### config.mk
export PLATFORM = sky130hd
export DESIGN_NAME = npu_act_wr_arbiter
export DESIGN_NICKNAME = d
export VERILOG_FILES = /design/src/rtl/npu_act_wr_arbiter.sv
export SDC_FILE = /design/constraint.sdc
export NUM_CORES = 1
export LEC_CHECK = 0
export CORE_UTILIZATION = 47
export DETAILED_ROUTE_END_ITERATION = 6
export PLACE_DENSITY = 0.88
export SYNTH_ARGS = -nofsm -noshare
export SYNTH_HDL_FRONTEND = slang
export SYNTH_SLANG_ARGS = --single-unit
### constraint.sdc
create_clock -name i_clk -period 6.24 [get_ports i_clk]
set_input_delay 0.624 -clock i_clk [delete_from_list [all_inputs] [get_ports i_clk]]
set_output_delay 0.624 -clock i_clk [all_outputs]
set_load 0.02 [all_outputs]
### src/rtl/npu_act_wr_arbiter.sv
// rtl/npu_act_wr_arbiter.sv - round-robin arbiter sharing the activation-memory write port among neurons,
// with per-layer accepted-write counting, layer-done and excess-write flags.
`timescale 1ns/1ps
module npu_act_wr_arbiter #(
  parameter int NUM_NEURONS = 8,
  parameter int ADDR_WIDTH  = 10,
  parameter int DATA_WIDTH  = 8,
  parameter int CNT_WIDTH   = 16
) (
  input  logic                              i_clk,
  input  logic                              i_rst,
  input  logic [NUM_NEURONS-1:0]            i_req_wr,
  input  logic [NUM_NEURONS*ADDR_WIDTH-1:0] i_req_addr,
  input  logic [NUM_NEURONS*DATA_WIDTH-1:0] i_req_data,
  output logic [NUM_NEURONS-1:0]            o_req_ack_p,
  output logic                              o_mem_wr_en,
  output logic [ADDR_WIDTH-1:0]             o_mem_wr_addr,
  output logic [DATA_WIDTH-1:0]             o_mem_wr_data,
  input  logic                              i_mem_wr_rdy,
  input  logic                              i_layer_start_p,
  input  logic [CNT_WIDTH-1:0]              i_layer_wr_total,
  output logic [CNT_WIDTH-1:0]              o_layer_wr_cnt,
  output logic                              o_layer_done,
  output logic                              o_wr_count_err
);

  localparam int IW = (NUM_NEURONS > 1) ? $clog2(NUM_NEURONS) : 1;

  typedef enum logic [1:0] {ST_IDLE, ST_ISSUE, ST_ACK} state_t;

  state_t                  r_state;
  state_t                  w_state_nxt;
  logic [IW-1:0]           r_ptr;
  logic [IW-1:0]           r_win;
  logic [NUM_NEURONS-1:0]  r_mask;
  logic [ADDR_WIDTH-1:0]   r_addr;
  logic [DATA_WIDTH-1:0]   r_data;
  logic [CNT_WIDTH-1:0]    r_cnt;
  logic                    r_err;

  logic [NUM_NEURONS-1:0]  w_elig;
  logic [NUM_NEURONS-1:0]  w_win_oh;
  logic                    w_found;
  logic [IW-1:0]           w_pick;
  logic [IW:0]             w_sum;
  logic [IW-1:0]           w_idx;
  logic                    w_accept;
  logic [CNT_WIDTH-1:0]    w_cnt_inc;
  logic [ADDR_WIDTH-1:0]   w_addr_arr [NUM_NEURONS];
  logic [DATA_WIDTH-1:0]   w_data_arr [NUM_NEURONS];

  always_comb begin
    for (int i = 0; i < NUM_NEURONS; i++) begin
      w_addr_arr[i] = i_req_addr[i*ADDR_WIDTH +: ADDR_WIDTH];
      w_data_arr[i] = i_req_data[i*DATA_WIDTH +: DATA_WIDTH];
    end
  end

  // The mask hides the neuron acked last cycle, whose request is still visible for one cycle.
  assign w_elig = i_req_wr & ~r_mask;

  // Scan upward from the pointer with wrap; first eligible neuron wins.
  always_comb begin
    w_found = 1'b0;
    w_pick  = '0;
    w_sum   = '0;
    w_idx   = '0;
    for (int k = 0; k < NUM_NEURONS; k++) begin
      w_sum = {1'b0, r_ptr} + (IW+1)'(k);
      if (w_sum >= (IW+1)'(NUM_NEURONS))
        w_sum = w_sum - (IW+1)'(NUM_NEURONS);
      w_idx = w_sum[IW-1:0];
      if (!w_found && w_elig[w_idx]) begin
        w_found = 1'b1;
        w_pick  = w_idx;
      end
    end
  end

  assign w_win_oh = {{(NUM_NEURONS-1){1'b0}}, 1'b1} << r_win;
  assign w_accept = (r_state == ST_ISSUE) && i_mem_wr_rdy;

  always_ff @(posedge i_clk or posedge i_rst) begin
    if (i_rst) r_state <= ST_IDLE;
    else       r_state <= w_state_nxt;
  end

  always_comb begin
    w_state_nxt = r_state;
    case (r_state)
      ST_IDLE:  if (w_found)  w_state_nxt = ST_ISSUE;
      ST_ISSUE: if (w_accept) w_state_nxt = ST_ACK;
      ST_ACK:   w_state_nxt = ST_IDLE;
      default:  w_state_nxt = ST_IDLE;
    endcase
  end

  always_ff @(posedge i_clk or posedge i_rst) begin
    if (i_rst) begin
      r_ptr  <= '0;
      r_win  <= '0;
      r_mask <= '0;
      r_addr <= '0;
      r_data <= '0;
    end else begin
      r_mask <= (r_state == ST_ACK) ? w_win_oh : '0;
      if (r_state == ST_IDLE && w_found) begin
        r_win  <= w_pick;
        r_addr <= w_addr_arr[w_pick];
        r_data <= w_data_arr[w_pick];
      end
      if (r_state == ST_ACK)
        r_ptr <= (r_win == IW'(NUM_NEURONS-1)) ? '0 : r_win + 1'b1;
    end
  end

  assign w_cnt_inc = (&r_cnt) ? r_cnt : r_cnt + 1'b1;

  // A write accepted alongside layer_start_p is the first write of the new layer.
  always_ff @(posedge i_clk or posedge i_rst) begin
    if (i_rst) begin
      r_cnt <= '0;
      r_err <= 1'b0;
    end else if (i_layer_start_p) begin
      r_cnt <= w_accept ? CNT_WIDTH'(1) : '0;
      r_err <= 1'b0;
    end else if (w_accept) begin
      r_cnt <= w_cnt_inc;
      if (o_layer_done) r_err <= 1'b1;
    end
  end

  assign o_mem_wr_en    = (r_state == ST_ISSUE);
  assign o_mem_wr_addr  = r_addr;
  assign o_mem_wr_data  = r_data;
  assign o_req_ack_p    = (r_state == ST_ACK) ? w_win_oh : '0;
  assign o_layer_wr_cnt = r_cnt;
  assign o_layer_done   = (i_layer_wr_total != '0) && (r_cnt == i_layer_wr_total);
  assign o_wr_count_err = r_err;

endmodule

==> results of run 1 <==
-- area by class of cell --
class                      instances  area, µm²
timing repair buffer             222       2210
fill                             810       3110
clock inverter                     3       23.8
inverter                          31        119
clock buffer                       5       68.8
multi-input combinational        434       3390
tap                              136        170
sequential                        51       1280
-- worst register-to-register path, stage by stage (launching register included) --
cell	delay (ns)
dfrtp_1	0.69
inv_1	0.16
ha_1	0.62
inv_1	0.28
mux4_2	0.53
and2_1	0.24
and4_1	0.21
o2bb2ai_4	0.53
buf_4	0.40
nand2b_1	0.67
a211oi_1	0.13
nor4_1	0.23
-- worst min path at each step --
stage	start	end	slack, ns	cells after the start
2_1_floorplan	r_win[1]	r_win[1]	0.50	2
3_3_place_gp	o_wr_count_err	o_wr_count_err	0.50	2
3_5_place_dp	o_wr_count_err	o_wr_count_err	0.55	2
4_1_cts	o_wr_count_err	o_wr_count_err	0.57	2
5_1_grt	o_wr_count_err	o_wr_count_err	0.59	2
6_report	r_win[2]	r_win[2]	0.56	1
-- registers in the layout (all words and copies together) (netlist names) --
signal and count:
r_win 3, o_layer_wr_cnt 16, r_state 2, o_wr_count_err 1, r_mask 8, r_ptr 3
o_mem_wr_data 8, o_mem_wr_addr 10
-- stage by stage --
stage	worst slack [ns]	hold WS, ns	cell area (µm²)
after floorplan	2.86	0.496	5040
after global placement	1.61	0.503	7160
after detailed placement	1.52	0.545	7160
after CTS	1.50	0.569	7260
after global routing	1.04	0.589	7260
final	1.45	0.556	7260
-- cell families (layout without fill, tap and decap cells) --
logic type / after synthesis / count (layout) / synth area share [%]
adder cells (fa/ha/maj): 9 / 9 / 2.23
buffers and inverters: 75 / 261 / 7.72
XOR/XNOR: 32 / 32 / 5.56
AND/OR/NAND/NOR: 195 / 195 / 22.1
flip-flops: 51 / 51 / 25.3
AO/OA/AOI/OAI: 139 / 139 / 21.9
multiplexers: 59 / 59 / 15.1
-- synth_stat cells, types with 2 or more instances --
cell type / instances
o32ai_1: 18
a21oi_1: 25
o31a_1: 2
o21ai_0: 9
o31ai_1: 2
a21o_1: 4
nand2_1: 40
mux2i_1: 9
mux2_1: 14
nor3_1: 22
ha_1: 9
xnor2_1: 3
o22ai_1: 2
and2_1: 6
nor4_2: 10
and4b_1: 2
mux2_4: 2
xor2_1: 29
a31oi_1: 2
nand2b_1: 17
nor4_1: 18
nand3b_1: 2
and3_1: 2
o211ai_1: 3
nand3_1: 11
and4_1: 5
mux2_2: 25
a211oi_2: 11
inv_1: 30
a211oi_1: 45
nor4bb_1: 4
nor2b_1: 7
mux4_2: 9
nand4_1: 6
clkbuf_1: 12
buf_4: 7
buf_2: 14
dfrtp_1: 51
buf_6: 8
nor2_1: 35
buf_1: 2
-- report_power, final --
group          internal [µW]  total (µW)  switching [µW]
sequential               434         543             109
clock                   81.5         211             129
combinational           1210        2930            1710
total                   1730        3680            1950
-- layer usage --
metal | up-vias | part of all wire (%) | wire length, µm | track usage (%)
li1 | 2470 | - | - | -
met4 | 0 | 2.7 | 479 | 9.33
met2 | 276 | 51 | 8880 | 55.3
met3 | 42 | 6.7 | 1180 | 5.19
met5 | - | 0 | 0 | 0
met1 | 2530 | 40 | 6930 | 38.6
==> parameters.txt, run 1 <==
Parameter                              Value

Run status
  Outcome ... completed

Placed design
  Cell total after placement ... slightly below 900
  HPWL after detailed placement ... around 14,000 µm
  Number of buffer cells added on primary ports ... 216
  GP Congestion ... 0.981

Global routing
  Number of global-route vias before repair ... 5,400
  Number of antenna violations at the first check in global routing ... 0
  GR Overflow Total ... 0
  Global Route Usage Sum ... 31.2%
  Global-route wire length before repair ... 27,200 µm
  Largest net degree at the start of global routing ... 55

Min path
  Worst hold-check path type ... reg -> reg

Clock tree
  TritonCTS clock tree ... built
  Insertion delay of the later-clocked pin in the worst-skew pair ... 0.32 ns
  Post-CTS setup buffers ... 0
  Post-cts repair resize count ... 0
  Hold buffer count at CTS ... 0
  Clock edge transition at the registers on the reported setup and hold paths ... 0.11 ns
  Number of buffers added by the clock tree synthesis step ... 5
  Buffers from clock root to sink, at most ... 2
  # clock sinks ... 51
  H-tree depth ... 2
  Clock tree root buffer cell ... clkbuf_8

STA
  Tmin final ... between 4 and 5 ns
  Portion of the clock cycle consumed by the worst path in the final layout ... 76.7%
  Total negative setup slack ... 0 ns
  Peak clock frequency supported by timing ... 209 MHz
  Worst Max-Slew Pin Slew ... 1.09 ns
  Final Hold Fails ... 0
  Count of final max-slew check failures ... 0
  Worst clock skew ... 0.00985 ns
  Endpoints failing setup ... 0
  Rel. slew slack ... 27.1%
  Setup repair after global routing missed its margin ... no

Final layout
  Most common library cell in the layout ignoring fill and taps ... clkdlybuf4s50_1
  Growth of design area from synthesis to finish ... 44.0%
  Number of cells in the finished layout apart from fillers ... 882
  NumNets Final ... 926
  Layout cells sized above 1 ... a little under an eighth
  Final standard cell utilization of the core ... 70.0%
  Antenna Cells ... 0
  Highest-count cells in the layout ignoring fill and taps ... clkdlybuf4s50_1 (216), dfrtp_1 (51), a211oi_1 (45), nand2_1 (40), nor2_1 (35)

Synthesis
  Ys flop type ... dfrtp_1
  YS warnings ... 0
  Count of flip-flops with a built-in enable after synthesis ... 0
  Share of async-settable or async-resettable flops after synthesis ... 100%
  Area contributors post-synth ... dfrtp_1 (25%), a211oi_1 (6.7%), mux2_2 (5.6%)
  Netlist cell types ... 67
  Sequential share of the synthesized area ... about a quarter
  Area fraction of the dominant cell type after synthesis ... 25.3%
  Flip-flop and latch count after synthesis ... 51
  Post-Synthesis Net Count ... approximately 740
  Cells after Synth ... 560
  Library cell occupying the most area in the post-synthesis netlist ... dfrtp_1
  Netlist area before placement ... 5040 µm²
  Per-instance average area after synthesis ... 9.00 µm²

Worst setup path
  Worst path cell trace ... inv_1 > ha_1 > inv_1 > mux4_2 > and2_1 > and4_1 > o2bb2ai_4 > buf_4 > nand2b_1 > a211oi_1 > nor4_1
  Worst EP arrival ... approximately 5 ns
  Slowest stage cell, crit path ... dfrtp_1
  Most used cell, CP ... inv_1
  Crit path launch ... r_ptr[1]
  Kind of cell adding the most delay to the critical path ... simple AND/OR/NAND/NOR gates
  Type of element capturing the critical path ... register
  Critical path class ... reg -> reg
  Cell count of the worst reg-to-reg path ... 11
  Kind of start point of the critical path ... register
  Reg2reg start ... r_ptr[1]
  Crit path to ... o_mem_wr_data[2]
  Worst R2R Setup Slack ... 1.45 ns
  Critical-path maximum fanout ... 21
  Worst EP required ... 6.45 ns
  Critical path buffer and inverter count ... 3
  Worst flop-to-flop path endpoint ... o_mem_wr_data[2]
  Stages on worst setup path ... 11
  Delay contributed by the slowest stage of the critical path ... around 0.7 ns

Die
  Effective utilization at floorplan ... 48.6%
  Row count ... 37
  Die width ... 106 µm
  Vertical die dimension ... 106 µm
  Overall die area ... 11,100 µm²
  Number of top-level pins ... 217
  Core region area ... 10,400 µm²

Route
  Number of search-and-repair iterations in the first detailed-routing pass ... 5
  WL per Instance ... 19.8 µm
  Initial DRC Count ... 317
  Detailed Route WL ... 17,500 µm
  Remaining DRCs ... 0
  Via-to-Cell Ratio ... between 6 and 7
  Antenna-violating nets left ... 0
  Via count of the routed design ... roughly 5,300

Flow run
  Max capacitance violation total ... 0

Power and ir drop
  Total power ... approximately 3700 µW
  Worst VDD drop ... 559 µV
  P_leak ... approximately 0.0029 µW
  PwrDens ... between 500 and 600 nW/µm²
No activity file was read; power rests on OpenSTA's default activity.
==> run 2, diff against run 1 <==
- CORE_UTILIZATION: 47 -> 40
- PLACE_DENSITY: 0.88 -> 0.79
- clock period: 6.24 -> 3.96 ns (I/O delays scaled with it)
==> run 2 against run 1 <==
Against the previous run:
- final cell count up 5.4%
- sequential share of layout area fell by 0.66 points
- final area up 3.9%
- critical path type unchanged
- global-route usage fell by 4.4 points
- flip-flop and latch count is the same
- clock-buffer cell count rose by 1
==> parameters.txt, run 2 (synthesis gave the netlist of run 1 again) <==
Parameter                              Value

Clock tree
  Clock edge transition at the registers on the reported setup and hold paths ... 0.08 ns (was 0.11 ns)
  Clock tree root buffer cell ... clkbuf_16 (was clkbuf_8)
  Number of buffers added by the clock tree synthesis step ... 5 (unchanged)
  Insertion delay of the later-clocked pin in the worst-skew pair ... 0.29 ns (was 0.32 ns)
  TritonCTS clock tree ... built (unchanged)
  H-tree depth ... 2 (unchanged)
  Hold buffer count at CTS ... 0 (unchanged)
  # clock sinks ... 51 (unchanged)
  Buffers from clock root to sink, at most ... 2 (unchanged)

Placed design
  Number of buffer cells added on primary ports ... 216 (unchanged)
  GP Congestion ... 0.930 (was 0.981)
  Pre-CTS setup slack ... 0.146 ns (was 1.52 ns)
  Total placed instance area ... 7310 µm² (was 7160 µm²)
  HPWL after detailed placement ... 13,500 µm (was 13,600 µm)

Worst setup path
  Critical path class ... reg -> reg (unchanged)
  Delay contributed by the slowest stage of the critical path ... 0.82 ns (was 0.69 ns)
  Worst EP arrival ... 3.90 ns (was 5.00 ns)
  Slowest stage cell, crit path ... o211ai_2 (was dfrtp_1)
  Critical path buffer and inverter count ... 2 (was 3)
  Worst R2R Setup Slack ... 0.26 ns (was 1.45 ns)
  Worst path cell trace ... inv_4 > ha_1 > inv_1 > mux4_2 > mux2_2 > a31oi_1 > o211ai_1 > o211ai_2 > o32ai_1 > nor4_2 (was inv_1 > ha_1 > inv_1 > mux4_2 > and2_1 > and4_1 > o2bb2ai_4 > buf_4 > nand2b_1 > a211oi_1 > nor4_1)
  Type of element capturing the critical path ... register (unchanged)
  Critical-path maximum fanout ... 18 (was 21)
  Worst EP required ... 4.16 ns (was 6.45 ns)
  Kind of start point of the critical path ... register (unchanged)
  Worst flop-to-flop path endpoint ... o_mem_wr_addr[3] (was o_mem_wr_data[2])
  Kind of cell adding the most delay to the critical path ... compound AO/OA/AOI/OAI gates (was simple AND/OR/NAND/NOR gates)
  Reg2reg start ... r_ptr[0] (was r_ptr[1])
  Cell count of the worst reg-to-reg path ... 10 (was 11)

Route
  WL per Instance ... 18.8 µm (was 19.8 µm)
  Via count of the routed design ... 5,247 (was 5,318)
  Detailed Route WL ... 17,500 µm (about the same)
  Via-to-Cell Ratio ... 5.64 (was 6.03)
  Initial DRC Count ... 325 (was 317)
  Number of search-and-repair iterations in the first detailed-routing pass ... 7 (was 5)
  Wire length on met3 ... 1200 µm (was 1180 µm)
  Remaining DRCs ... 0 (unchanged)
  Routed length on met1 ... 7230 µm (was 6930 µm)
  Antenna-violating nets left ... 0 (unchanged)
  Routed length on met2 ... 8740 µm (was 8880 µm)
  Highest routed metal layer ... met4 (unchanged)

Final layout
  Layout cells sized above 1 ... 13.3% (was 11.4%)
  Antenna Cells ... 0 (unchanged)
  Number of flip-flops in the largest register ... 16 (unchanged)
  Most common library cell in the layout ignoring fill and taps ... clkdlybuf4s50_1 (unchanged)
  Growth of design area from synthesis to finish ... 49.6% (was 44.0%)
  Summed area of non-filler cells in the final layout ... 7540 µm² (was 7260 µm²)
  Highest-count cells in the layout ignoring fill and taps ... clkdlybuf4s50_1 (216), dfrtp_1 (51), a211oi_1 (45), nand2_1 (40), nor2_1 (35) (unchanged)
  NumNets Final ... 942 (was 926)

Flow run
  Max capacitance violation total ... 0 (unchanged)

Die
  Core region area ... 12,200 µm² (was 10,400 µm²)
  Overall die area ... 13,100 µm² (was 11,100 µm²)
  Die width ... 114 µm (was 106 µm)
  Effective utilization at floorplan ... 41.4% (was 48.6%)
  Number of top-level pins ... 217 (unchanged)
  Row count ... 40 (was 37)
  Vertical die dimension ... 114 µm (was 106 µm)

STA
  Worst clock skew ... 0.0107 ns (was 0.00985 ns)
  Portion of the clock cycle consumed by the worst path in the final layout ... 93.4% (was 76.7%)
  Worst Max-Slew Pin Slew ... 1.08 ns (was 1.09 ns)
  Setup repair after global routing missed its margin ... no (unchanged)
  Endpoints failing setup ... 0 (unchanged)
  Tmin final ... 3.70 ns (was 4.79 ns)
  Total negative setup slack ... 0 ns (unchanged)
  Final Hold Fails ... 0 (unchanged)
  Peak clock frequency supported by timing ... 270 MHz (was 209 MHz)
  Worst hold slack after final layout ... 0.518 ns (was 0.556 ns)
  Rel. slew slack ... 27.6% (was 27.1%)
  Count of final max-slew check failures ... 0 (unchanged)
  Worst Setup Slack, final ... 0.262 ns (was 1.45 ns)

Global routing
  GR Overflow Total ... 0 (unchanged)
  Number of antenna violations at the first check in global routing ... 0 (unchanged)
  Global Route Usage Sum ... 26.7% (was 31.2%)
  Largest net degree at the start of global routing ... 52 (was 55)
  Global-route wire length before repair ... 27,400 µm (was 27,200 µm)
  Number of global-route vias before repair ... 5,307 (was 5,400)

Min path
  Terminating pin of the worst hold path ... o_wr_count_err (was r_win[2])
  Start point of the worst hold path ... o_wr_count_err (was r_win[2])
  Min-Delay Path Depth ... 2 (was 1)
  Worst hold-check path type ... reg -> reg (unchanged)

Power and ir drop
  Part of the total power dissipated in the clock network ... 6.9% (was 5.7%)
  Sw Ratio ... 50.3% (was 53.1%)
  Total power ... 6360 µW (was 3680 µW)
  Internal power ... 3160 µW (was 1730 µW)
  Worst VDD drop ... 507 µV (was 559 µV)
  P_leak ... 0.00297 µW (was 0.00285 µW)
  Portion of total power attributed to combinational logic ... 80.4% (was 79.5%)
  Switching power summed over all nets ... 3200 µW (was 1950 µW)
  Sequential share of power ... 12.7% (was 14.8%)
  PwrDens ... 843 nW/µm² (was 507 nW/µm²)

Run status
  Outcome ... completed (unchanged)
-- run 2: changes by cell type in the layout (fill, tap and decap cells not counted), sizes merged --
cell and delta:
buf +15, clkbuf +1, clkinv +1, clkinvlp -1, inv -1, o211ai +1
-- run 2: power by group through the flow --
stage	registers (µW)	clock network (µW)	logic (µW)
final	808	439	5110
after global routing	826	475	5530
after CTS	805	452	4880
after detailed placement	814	0	4870
after global placement	813	0	4780
after floorplan	898	0	3600
-- run 2: cell type report --
type,instances,area [µm²]
clock buffer,6,129
clock inverter,2,17.5
fill,1039,4620
inverter,31,119
multi-input combinational,435,3420
sequential,51,1280
tap,168,210
timing repair buffer,237,2370
-- run 2: through the flow --
step / std cells / utilization [%]
2_1_floorplan: 560 / -
3_3_place_gp: 916 / 60.1
3_5_place_dp: 916 / 60.1
4_1_cts: 924 / 61.3
5_1_grt: 930 / 62.0
6_report: 930 / 62.0
-- run 2: metal layers --
layer  vias up  GRT usage (%)
met5         -              0
met4         0           6.93
met3        28           4.76
met2       233           46.9
met1      2486           33.8
li1       2500              -
-- run 2: worst min-delay path: cells and delay by family (launching register included) --
| kind | cells | cell delay (ns) |
|---|---|---|
| simple gates | 1 | 0.07 |
| compound gates | 1 | 0.05 |
| flops | 1 | 0.36 |
-- run 2: worst max path at each step --
stage                            end  cells after the start         from  slack, ns
CTS                 o_mem_wr_addr[8]                     10     r_ptr[0]       0.13
global placement    o_mem_wr_addr[4]                     11  i_req_wr[7]       0.27
finish              o_mem_wr_addr[3]                     10     r_ptr[0]       0.26
floorplan           o_mem_wr_addr[0]                     15     r_ptr[1]       0.58
detailed placement  o_mem_wr_addr[8]                     11  i_req_wr[7]       0.15
global route        o_mem_wr_addr[3]                     10     r_ptr[0]       0.02
-- run 2: what timing repair did --
item	4_1_cts	5_1_grt
setup endpoints to repair	0	18
hold endpoints to repair	0	0
gates resized for setup	0	1
buffers inserted	0	5
==> run 3, diff against run 2 <==
- RECOVER_POWER: default -> 50
==> run 3 against run 2 <==
Against the previous run:
- critical path depth unchanged
- largest cell class unchanged
- combinational power about the same
- flip-flop and latch count unchanged
- the flow now finishes with violations (capacitance limit, slew limit)
- routed wire length increased by 0.18%
- first-iteration DRC count decreased by 0.62%
- total power decreased by 0.26%
- utilization unchanged
- hold slack got worse by 0.0047 ns
- final cell count unchanged
- highest routed layer unchanged
- sequential power about the same
- sequential share of layout area unchanged
- clock skew decreased by 0.00066 ns
==> parameters.txt, run 3 (synthesis gave the netlist of run 1 again) <==
Parameter                              Value

Run status
  Outcome ... finished, violations left (was completed)
  Violated checks ... capacitance limit, slew limit

Route
  Via count of the routed design ... 5,306 (was 5,247)
  Detailed Route WL ... 17,500 µm (about the same)
  Number of search-and-repair iterations in the first detailed-routing pass ... 5 (was 7)
  Via-to-Cell Ratio ... 5.71 (was 5.64)
  Initial DRC Count ... 323 (was 325)
  WL per Instance ... 18.9 µm (was 18.8 µm)
  Remaining DRCs ... 0 (unchanged)
  Antenna-violating nets left ... 0 (unchanged)

Global routing
  Number of global-route vias before repair ... 5,307 (unchanged)
  Largest net degree at the start of global routing ... 52 (unchanged)
  Global-route wire length before repair ... 27,400 µm (unchanged)
  GR Overflow Total ... 0 (unchanged)
  Number of antenna violations at the first check in global routing ... 0 (unchanged)
  Global Route Usage Sum ... 26.7% (unchanged)

Power and ir drop
  Portion of total power attributed to combinational logic ... 80.4% (about the same)
  P_leak ... 0.00297 µW (about the same)
  Sequential share of power ... 12.7% (about the same)
  Worst VDD drop ... 505 µV (was 507 µV)
  Part of the total power dissipated in the clock network ... 6.9% (about the same)
  Internal power ... 3140 µW (was 3160 µW)
  Sw Ratio ... 50.4% (was 50.3%)
  Switching power summed over all nets ... 3200 µW (about the same)
  PwrDens ... 841 nW/µm² (was 843 nW/µm²)

Worst setup path
  Crit path to ... o_mem_wr_addr[3] (unchanged)
  Critical-path maximum fanout ... 18 (unchanged)
  Slowest stage cell, crit path ... o211ai_2 (unchanged)
  Delay contributed by the slowest stage of the critical path ... 0.83 ns (was 0.82 ns)
  Reg2reg start ... r_ptr[0] (unchanged)
  Worst R2R Setup Slack ... 0.25 ns (was 0.26 ns)
  Kind of start point of the critical path ... register (unchanged)
  Type of element capturing the critical path ... register (unchanged)
  Worst EP arrival ... 3.91 ns (was 3.90 ns)
  Worst flop-to-flop path endpoint ... o_mem_wr_addr[3] (unchanged)
  Worst path cell trace ... inv_4 > ha_1 > inv_1 > mux4_2 > mux2_2 > a31oi_1 > o211ai_1 > o211ai_2 > o32ai_1 > nor4_2 (unchanged)
  Worst EP required ... 4.16 ns (about the same)
  Critical path buffer and inverter count ... 2 (unchanged)
  Critical path class ... reg -> reg (unchanged)
  Cell count of the worst reg-to-reg path ... 10 (unchanged)
  Stages on worst setup path ... 10 (unchanged)
  Kind of cell adding the most delay to the critical path ... compound AO/OA/AOI/OAI gates (unchanged)
  Crit path launch ... r_ptr[0] (unchanged)

Clock tree
  Clock edge transition at the registers on the reported setup and hold paths ... 0.07 ns (was 0.08 ns)
  # clock sinks ... 51 (unchanged)
  Buffers from clock root to sink, at most ... 2 (unchanged)
  Insertion delay of the later-clocked pin in the worst-skew pair ... 0.29 ns (about the same)
  Number of buffers added by the clock tree synthesis step ... 5 (unchanged)
  TritonCTS clock tree ... built (unchanged)
  H-tree depth ... 2 (unchanged)
  Clock tree root buffer cell ... clkbuf_16 (unchanged)
  Hold buffer count at CTS ... 0 (unchanged)

STA
  Worst Max-Slew Pin Slew ... 1.98 ns (was 1.08 ns)
  Peak clock frequency supported by timing ... 270 MHz (about the same)
  Tmin final ... 3.71 ns (was 3.70 ns)
  Worst clock skew ... 0.0101 ns (was 0.0107 ns)
  Total negative setup slack ... 0 ns (unchanged)
  Final Hold Fails ... 0 (unchanged)
  Endpoints failing setup ... 0 (unchanged)
  Rel. slew slack ... -32.0% (was 27.6%)
  Setup repair after global routing missed its margin ... no (unchanged)
  Portion of the clock cycle consumed by the worst path in the final layout ... 93.7% (was 93.4%)
  Count of final max-slew check failures ... 52 (was 0)
  Worst Setup Slack, final ... 0.251 ns (was 0.262 ns)

Die
  Overall die area ... 13,100 µm² (unchanged)
  Die width ... 114 µm (unchanged)
  Row count ... 40 (unchanged)
  Number of top-level pins ... 217 (unchanged)
  Effective utilization at floorplan ... 41.4% (unchanged)
  Vertical die dimension ... 114 µm (unchanged)
  Core region area ... 12,200 µm² (unchanged)

Final layout
  Number of flip-flops in the largest register ... 16 (unchanged)
  Fill cell total of the finished layout ... 1,039 (unchanged)
  Antenna Cells ... 0 (unchanged)
  Most common library cell in the layout ignoring fill and taps ... clkdlybuf4s50_1 (unchanged)
  NumNets Final ... 942 (unchanged)
  Growth of design area from synthesis to finish ... 49.6% (unchanged)
  Layout cells sized above 1 ... 13.1% (was 13.3%)
  Highest-count cells in the layout ignoring fill and taps ... clkdlybuf4s50_1 (205), dfrtp_1 (51), a211oi_1 (45), nand2_1 (40), nor2_1 (35) (was clkdlybuf4s50_1 (216), dfrtp_1 (51), a211oi_1 (45), nand2_1 (40), nor2_1 (35))

Placed design
  HPWL after detailed placement ... 13,500 µm (unchanged)
  Pre-CTS setup slack ... 0.146 ns (unchanged)
  GP Congestion ... 0.930 (unchanged)
  Number of buffer cells added on primary ports ... 216 (unchanged)

Min path
  Start point of the worst hold path ... o_wr_count_err (unchanged)
  Worst hold-check path type ... reg -> reg (unchanged)

Flow run
  Max capacitance violation total ... 1 (was 0)
==> run 3: layout make-up <==
cell class / count / area, µm² / share of cell area (%)
tap: 168 / 210 / 2.79
inverter: 31 / 119 / 1.58
sequential: 51 / 1280 / 16.9
clock buffer: 6 / 129 / 1.71
clock inverter: 2 / 17.5 / 0.232
multi-input combinational: 435 / 3420 / 45.3
timing repair buffer: 237 / 2370 / 31.4
==> run 3: worst min path at each step <==
stage	slack, ns	depth (start not counted)	end
after detailed placement	0.51	2	o_wr_count_err
after floorplan	0.50	2	r_win[1]
final	0.51	2	o_wr_count_err
after CTS	0.53	2	o_wr_count_err
after global routing	0.55	2	o_wr_count_err
after global placement	0.49	2	o_wr_count_err
==> run 3: worst register-to-register path: stages, from the launching register on <==
cell	delay, ns
dfrtp_1	0.40
inv_4	0.15
ha_1	0.37
inv_1	0.27
mux4_2	0.37
mux2_2	0.33
a31oi_1	0.20
o211ai_1	0.21
o211ai_2	0.83
o32ai_1	0.22
nor4_2	0.29
==> run 3: per-stage QoR <==
stage | util [%] | hold WS (ns) | total power [µW] | instance area (µm²) | cells
final | 62.0 | 0.513 | 6340 | 7540 | 930
after global routing | 62.0 | 0.545 | 6810 | 7540 | 930
after CTS | 61.3 | 0.526 | 6140 | 7460 | 924
after detailed placement | 60.1 | 0.506 | 5680 | 7310 | 916
after global placement | 60.1 | 0.492 | 5590 | 7310 | 916
after floorplan | - | 0.496 | 4500 | 5040 | 560
==> run 3: timing repair <==
action                                  4_1_cts  5_1_grt
endpoints found under the setup margin        0       18
setup buffers                                 0        5
resized for setup                             0        1
hold endpoints to repair                      0        0
==> run 3: layer usage <==
| layer | wire [µm] | share of wire [%] | track usage (%) |
|---|---|---|---|
| met1 | 7220 | 41 | 33.8 |
| met2 | 8760 | 50 | 46.9 |
| met3 | 1210 | 6.9 | 4.76 |
| met4 | 360 | 2.1 | 6.93 |
| met5 | 0 | 0 | 0 |
==> run 3: power by group through the flow <==
| stage | clock network [µW] | logic (µW) | registers (µW) |
|---|---|---|---|
| floorplan | 0 | 3600 | 898 |
| global placement | 0 | 4780 | 813 |
| detailed placement | 0 | 4870 | 814 |
| CTS | 452 | 4880 | 805 |
| global route | 475 | 5510 | 824 |
| finish | 439 | 5100 | 806 |
==> patch 1 (config.mk and constraints of run 2) <==
Change the parameter `NUM_NEURONS` from 8 to 16.
--- a/src/rtl/npu_act_wr_arbiter.sv
+++ b/src/rtl/npu_act_wr_arbiter.sv
@@ -4,3 +4,3 @@
 module npu_act_wr_arbiter #(
-  parameter int NUM_NEURONS = 8,
+  parameter int NUM_NEURONS = 16,
   parameter int ADDR_WIDTH  = 10,
Ports: changed (resized i_req_addr, i_req_data, i_req_wr and o_req_ack_p); port bits go from 217 to 377. No check against the original RTL was run, so the function may have changed too.
==> patch 1 against run 2 <==
  * The run now ends with negative setup slack left
  * Via count increased by 96%
  * Combinational power rose to 3.5 times the old value
  * First-iteration DRC count increased by 150%
  * Core utilization up 12 points
  * Sequential cell count up 10
  * Area after synthesis rose by 64%
  * Count of clock-buffer cells in the layout grew 4
  * Routed wire length is 130% higher
  * Cell area up 100%
  * Setup slack lost 860 ps
  * Total power grew to 3.1 times the old value
  * Critical path type unchanged
==> patch 1: results (changes against run 2) <==
[outcome]
status = finished with violations
violations = negative setup slack

[cells_and_area]
drive_above_1_share_pct = 26.9  ; +14 points
fin_nets = 1833  ; +95%

[routing]
dr_total_vias = 10300  ; +96%
drt_iter0_drc = 810  ; +150%
firstDrtPassIters = 7  ; unchanged
routed_wl_um = 39900  ; +130%
wl_per_cell_um = 22.4  ; +19%

[synth]
yosysUniqueCellTypes = 81  ; +21%
ys.flop_type = dfrtp_1
yosysSeqAreaShare_pct = 18.5  ; -6.8 points
synth_common_cells = mux2i_1 (168), dfrtp_1 (61), nand2_1 (50), nor2_1 (50), o211ai_1 (39)
synth.avg_cell_area_sq_um = 8.94  ; -0.68%
ys_warn_count = 0  ; unchanged
async_reset_ff_share_pct = 100  ; unchanged
synth_area_leaders = mux2i_1 (20%), dfrtp_1 (19%), mux4_2 (7.1%)
syn_nets = 1261  ; +70%

[clock_network]
numCtsBuffers = 9  ; +4
cts_root_buffer = clkbuf_16
worstSkewPairLatency_ps = 340  ; +50 ps
htreeDepth = 3  ; +1
clk_path_buf_depth = 2  ; unchanged
clk_transition_reported_paths_ps = 50  ; -30 ps

[worst_hold_path]
min_path_type = flop to flop
hold_start = o_mem_wr_addr[7]$_DFFE_PP0P_

[placed_design]
dpl.hpwl_um = 32600  ; +140%
dp_slack_ps = -1030  ; -1170 ps
portBuffers = 376  ; +74%
place.gp.congestion = 1.04  ; +12%
dp_cells = 1722  ; +88%

[setup_path]
startpoint = r_ptr[0]$_DFFE_PP0P_
path_max_fanout = 15  ; -3
arrival_ps = 4810  ; +910 ps

[sta]
finClkSkew_ps = 6.64  ; -4.10 ps
fin_ws_ps = -598  ; -860 ps
tns_ps = -9630  ; -9630 ps
worst_pin_slew_ps = 906  ; -178 ps
timing.hold.ws_ps = 495  ; -22.9 ps
setup_violations = 19  ; +19

[global_routing]
overflow = 0  ; unchanged
track_usage_pct = 36.3  ; +9.6 points
antenna_found_initial = 7  ; +7
grt_max_degree = 45  ; -13%
grt_pass1_wl_um = 58700  ; +110%

[power]
power_leakage_uw = 0.00659  ; +120%
ir_worst_vdd_uv = 818  ; +61%

## patch 1: cell types whose count changed after synthesis, moves of 14 or more
| cell | change |
|---|---|
| mux2i_1 | +159 |
| o211ai_1 | +36 |
| a211oi_1 | -34 |
| o21ai_0 | +25 |
| a31oi_1 | +23 |
| nand3b_1 | +21 |
| nor2b_1 | +20 |
| nor3_1 | -18 |
| mux4_2 | +17 |
| o32ai_1 | -17 |
| inv_1 | -16 |
| nor2_1 | +15 |
| mux2_1 | -14 |
## patch 1: worst paths after layout
check | to | depth (start not counted)
min in group asynchronous | o_layer_wr_cnt[9]$_DFFE_PP0P_ | 2
worst min-delay path | o_mem_wr_addr[7]$_DFFE_PP0P_ | 2
worst max register to register | o_mem_wr_addr[4]$_DFFE_PP0P_ | 15
max in group asynchronous | o_mem_wr_data[1]$_DFFE_PP0P_ | 3
worst max-delay path | o_mem_wr_addr[4]$_DFFE_PP0P_ | 15
worst min register to register | o_mem_wr_addr[7]$_DFFE_PP0P_ | 2
## patch 1: logic make-up (layout without fill, tap and decap cells)
family,Yosys count,in the layout,synth area share (%)
DFF,61,61,18.5
and+or+nand+nor,295,295,20.6
AOI/OAI and AO/OA,210,210,18.1
xor gates and xnor gates,43,43,4.56
muxes,220,220,31.1
other,0,6,0
buffers and inverters,80,657,4.99
adders and majority gates,14,14,2.12
## patch 1: critical path, cell delays in order (launching register included)
cell      delay, ps
dfrtp_2         500
buf_12          180
and3b_2         240
or2_1           220
mux4_2          500
mux2_4          310
or4_4           590
o311ai_4        270
a211oi_2        150
a41oi_4         290
buf_12          210
buf_12          180
mux2i_1         100
mux2_2          260
a221o_1         280
o211ai_1        160
## patch 1: cell type report
class,count,area (sq um)
inverter,17,72.6
timing repair buffer,624,6020
tap,270,338
sequential,61,1530
fill,1477,5190
multi-input combinational,782,6780
antenna,6,15.0
clock inverter,6,65.1
clock buffer,10,229
## patch 1: what timing repair did
action,in CTS,in global routing
setup endpoints to repair,22,22
resized for setup,44,55
hold buffers,0,0
cloned,2,3
buffers inserted,8,22
pin swaps,7,8
## patch 1: metal layers
metal,vias to the layer above,GRT usage [%],share of wire [%]
li1,4706,-,-
met1,4956,42.7,38
met2,522,62.9,49
met3,124,4.73,5.9
met4,2,22.8,6.7
met5,-,0,0.033
## patch 1: report_power, final
group | internal, uW | switching (uW) | total, uW
combinational | 9110 | 8570 | 17700
clock | 487 | 294 | 781
sequential | 810 | 153 | 963
## patch 1: per-stage QoR
| step | area, sq um | total power [uW] |
|---|---|---|
| 2_1_floorplan | 8520 | 10700 |
| 3_3_place_gp | 14000 | 16600 |
| 3_5_place_dp | 14000 | 16700 |
| 4_1_cts | 14600 | 18300 |
| 5_1_grt | 15000 | 20400 |
| 6_report | 15000 | 19400 |
==> patch 2 (settings of run 2) <==
Without the edit above. Register the output `o_layer_wr_cnt` once more, cleared by the reset; this adds one clock of latency there. The other outputs are not delayed to match.
--- a/src/rtl/npu_act_wr_arbiter.sv
+++ b/src/rtl/npu_act_wr_arbiter.sv
@@ -136,3 +136,9 @@
   assign o_req_ack_p    = (r_state == ST_ACK) ? w_win_oh : '0;
-  assign o_layer_wr_cnt = r_cnt;
+  always_ff @(posedge i_clk or posedge i_rst) begin
+    if (i_rst) begin
+      o_layer_wr_cnt <= '0;
+    end else begin
+      o_layer_wr_cnt <= r_cnt;
+    end
+  end
   assign o_layer_done   = (i_layer_wr_total != '0) && (r_cnt == i_layer_wr_total);
Check against the original RTL: not equivalent (a bounded check fails within 4 cycles, from zero or initial values and one cycle with i_rst high).
==> patch 2 against run 2 <==
  * Sequential cell count rose by 16
  * The run now ends with design-rule violations left
  * Largest cell class unchanged
  * Setup slack got worse by 40 ps
  * Routed wire length rose by 13%
  * Cell area rose by 7.9%
  * Area after synthesis rose by 8.1%
  * Total power rose by 14%
==> patch 2: results (changes against run 2) <==
[placed_design]
dp_slack_ps = 210  ; +64.2 ps
portBuffers = 216  ; unchanged
dp_cells = 961  ; +4.9%
place.gp.congestion = 0.941  ; +1.2%
dpl.hpwl_um = 14700  ; +8.6%
postPlaceCellArea_sq_um = 7830  ; +7.1%

[global_routing]
grt_use_met1_pct = 35.6  ; +1.8 points
grt_pass1_vias = 5794  ; +9.2%
grtUsageMet3_pct = 4.25  ; -0.52 points
grt_pass1_wl_um = 30700  ; +12%
use_met2_pct = 47.4  ; +0.46 points
grt_max_degree = 68  ; +31%
track_usage_pct = 27.7  ; +0.96 points

[synth]
synth-adder-area-share_pct = 2.07  ; -0.17 points
yosysUniqueCellTypes = 77  ; +15%
synth_xor_area_share_pct = 5.10  ; -0.46 points
synth-compound-area-share_pct = 23.9  ; +1.9 points
synth_common_cells = dfrtp_1 (67), nand2_1 (49), a222oi_1 (34), and2_1 (34), nor2_1 (31)
syn_nets = 778  ; +5.0%
synth_mux_area_share_pct = 8.91  ; -6.2 points
synth_area_leaders = dfrtp_1 (31%), a222oi_1 (6.2%), mux4_2 (4.5%)

[outcome]
violations = design-rule violations
status = finished with violations

[sta]
timing.hold.ws_ps = 413  ; -104 ps
finClkSkew_ps = 7.94  ; -2.80 ps
worst_pin_slew_ps = 952  ; -132 ps

[cells_and_area]
drive_above_1_share_pct = 9.49  ; -3.8 points
final_cells = 977  ; +5.1%
fill_cells = 1140  ; +9.7%

[routing]
drc = 46  ; +46
drt_iter0_drc = 851  ; +160%
wl_per_cell_um = 20.2  ; +7.3%

[power]
clock_power_uw = 824  ; +88%
power_leakage_uw = 0.00326  ; +9.9%
seq_power_share_pct = 13.6  ; +0.9 points
ir_worst_vdd_uv = 1230  ; +140%

[clock_network]
htreeDepth = 3  ; +1
numCtsBuffers = 9  ; +4
worstSkewPairLatency_ps = 340  ; +50 ps

[setup_path]
r2r-end = o_mem_wr_addr[0]$_DFFE_PP0P_
reg2reg_slack_ps = 220  ; -40 ps
arrival_ps = 3950  ; +50 ps
path_max_fanout = 32  ; +14
r2r.worst_path.cells = 12  ; +2

[worst_hold_path]
min_path_type = input port to async pin

==> patch 2: layout make-up <==
cell class | count | share of cell area [%]
multi-input cells | 467 | 43.0
repair buffers | 239 | 29.5
flip-flops and latches | 67 | 20.6
clock buffers | 10 | 2.82
well taps | 176 | 2.71
clock inverters | 6 | 0.862
inverters | 12 | 0.554
==> patch 2: how the worst max path moves through the flow <==
stage / startpoint / endpoint / slack (ps) / depth (start not counted)
after CTS: r_ptr[0]$_DFFE_PP0P_ / o_mem_wr_addr[0]$_DFFE_PP0P_ / 250 / 12
after detailed placement: i_req_wr[6] / o_mem_wr_addr[0]$_DFFE_PP0P_ / 210 / 11
after floorplan: r_ptr[1]$_DFFE_PP0P_ / o_mem_wr_data[2]$_DFFE_PP0P_ / 370 / 13
after global routing: r_ptr[0]$_DFFE_PP0P_ / o_mem_wr_addr[1]$_DFFE_PP0P_ / 60 / 12
final: r_ptr[0]$_DFFE_PP0P_ / o_mem_wr_addr[0]$_DFFE_PP0P_ / 220 / 12
after global placement: i_req_wr[7] / o_mem_wr_addr[6]$_DFFE_PP0P_ / 270 / 9
==> patch 2: worst max-delay path, cell delays in order, from the launching register on <==
cell and delay [ps]:
dfrtp_1 380, inv_2 100, ha_1 320, xnor2_2 340, mux4_2 580, nor2_1 130, a211oi_2 90, a211o_4 440
buf_12 210, and2_0 160, a222oi_1 370, a31oi_1 110, a221o_1 360
==> patch 2: per-layer routing <==
layer | vias up | part of all wire (%)
met3 | 33 | 7.0
met2 | 339 | 50
met5 | - | 0
li1 | 2693 | -
met4 | 0 | 2.1
met1 | 2922 | 41
==> patch 2: per-stage QoR <==
stage / utilization (%) / power, uW
after detailed placement: 59.1 / 6360
after global placement: 59.1 / 6270
after global routing: 61.4 / 7700
after CTS: 61.4 / 7200
after floorplan: - / 4820
final: 61.4 / 7270
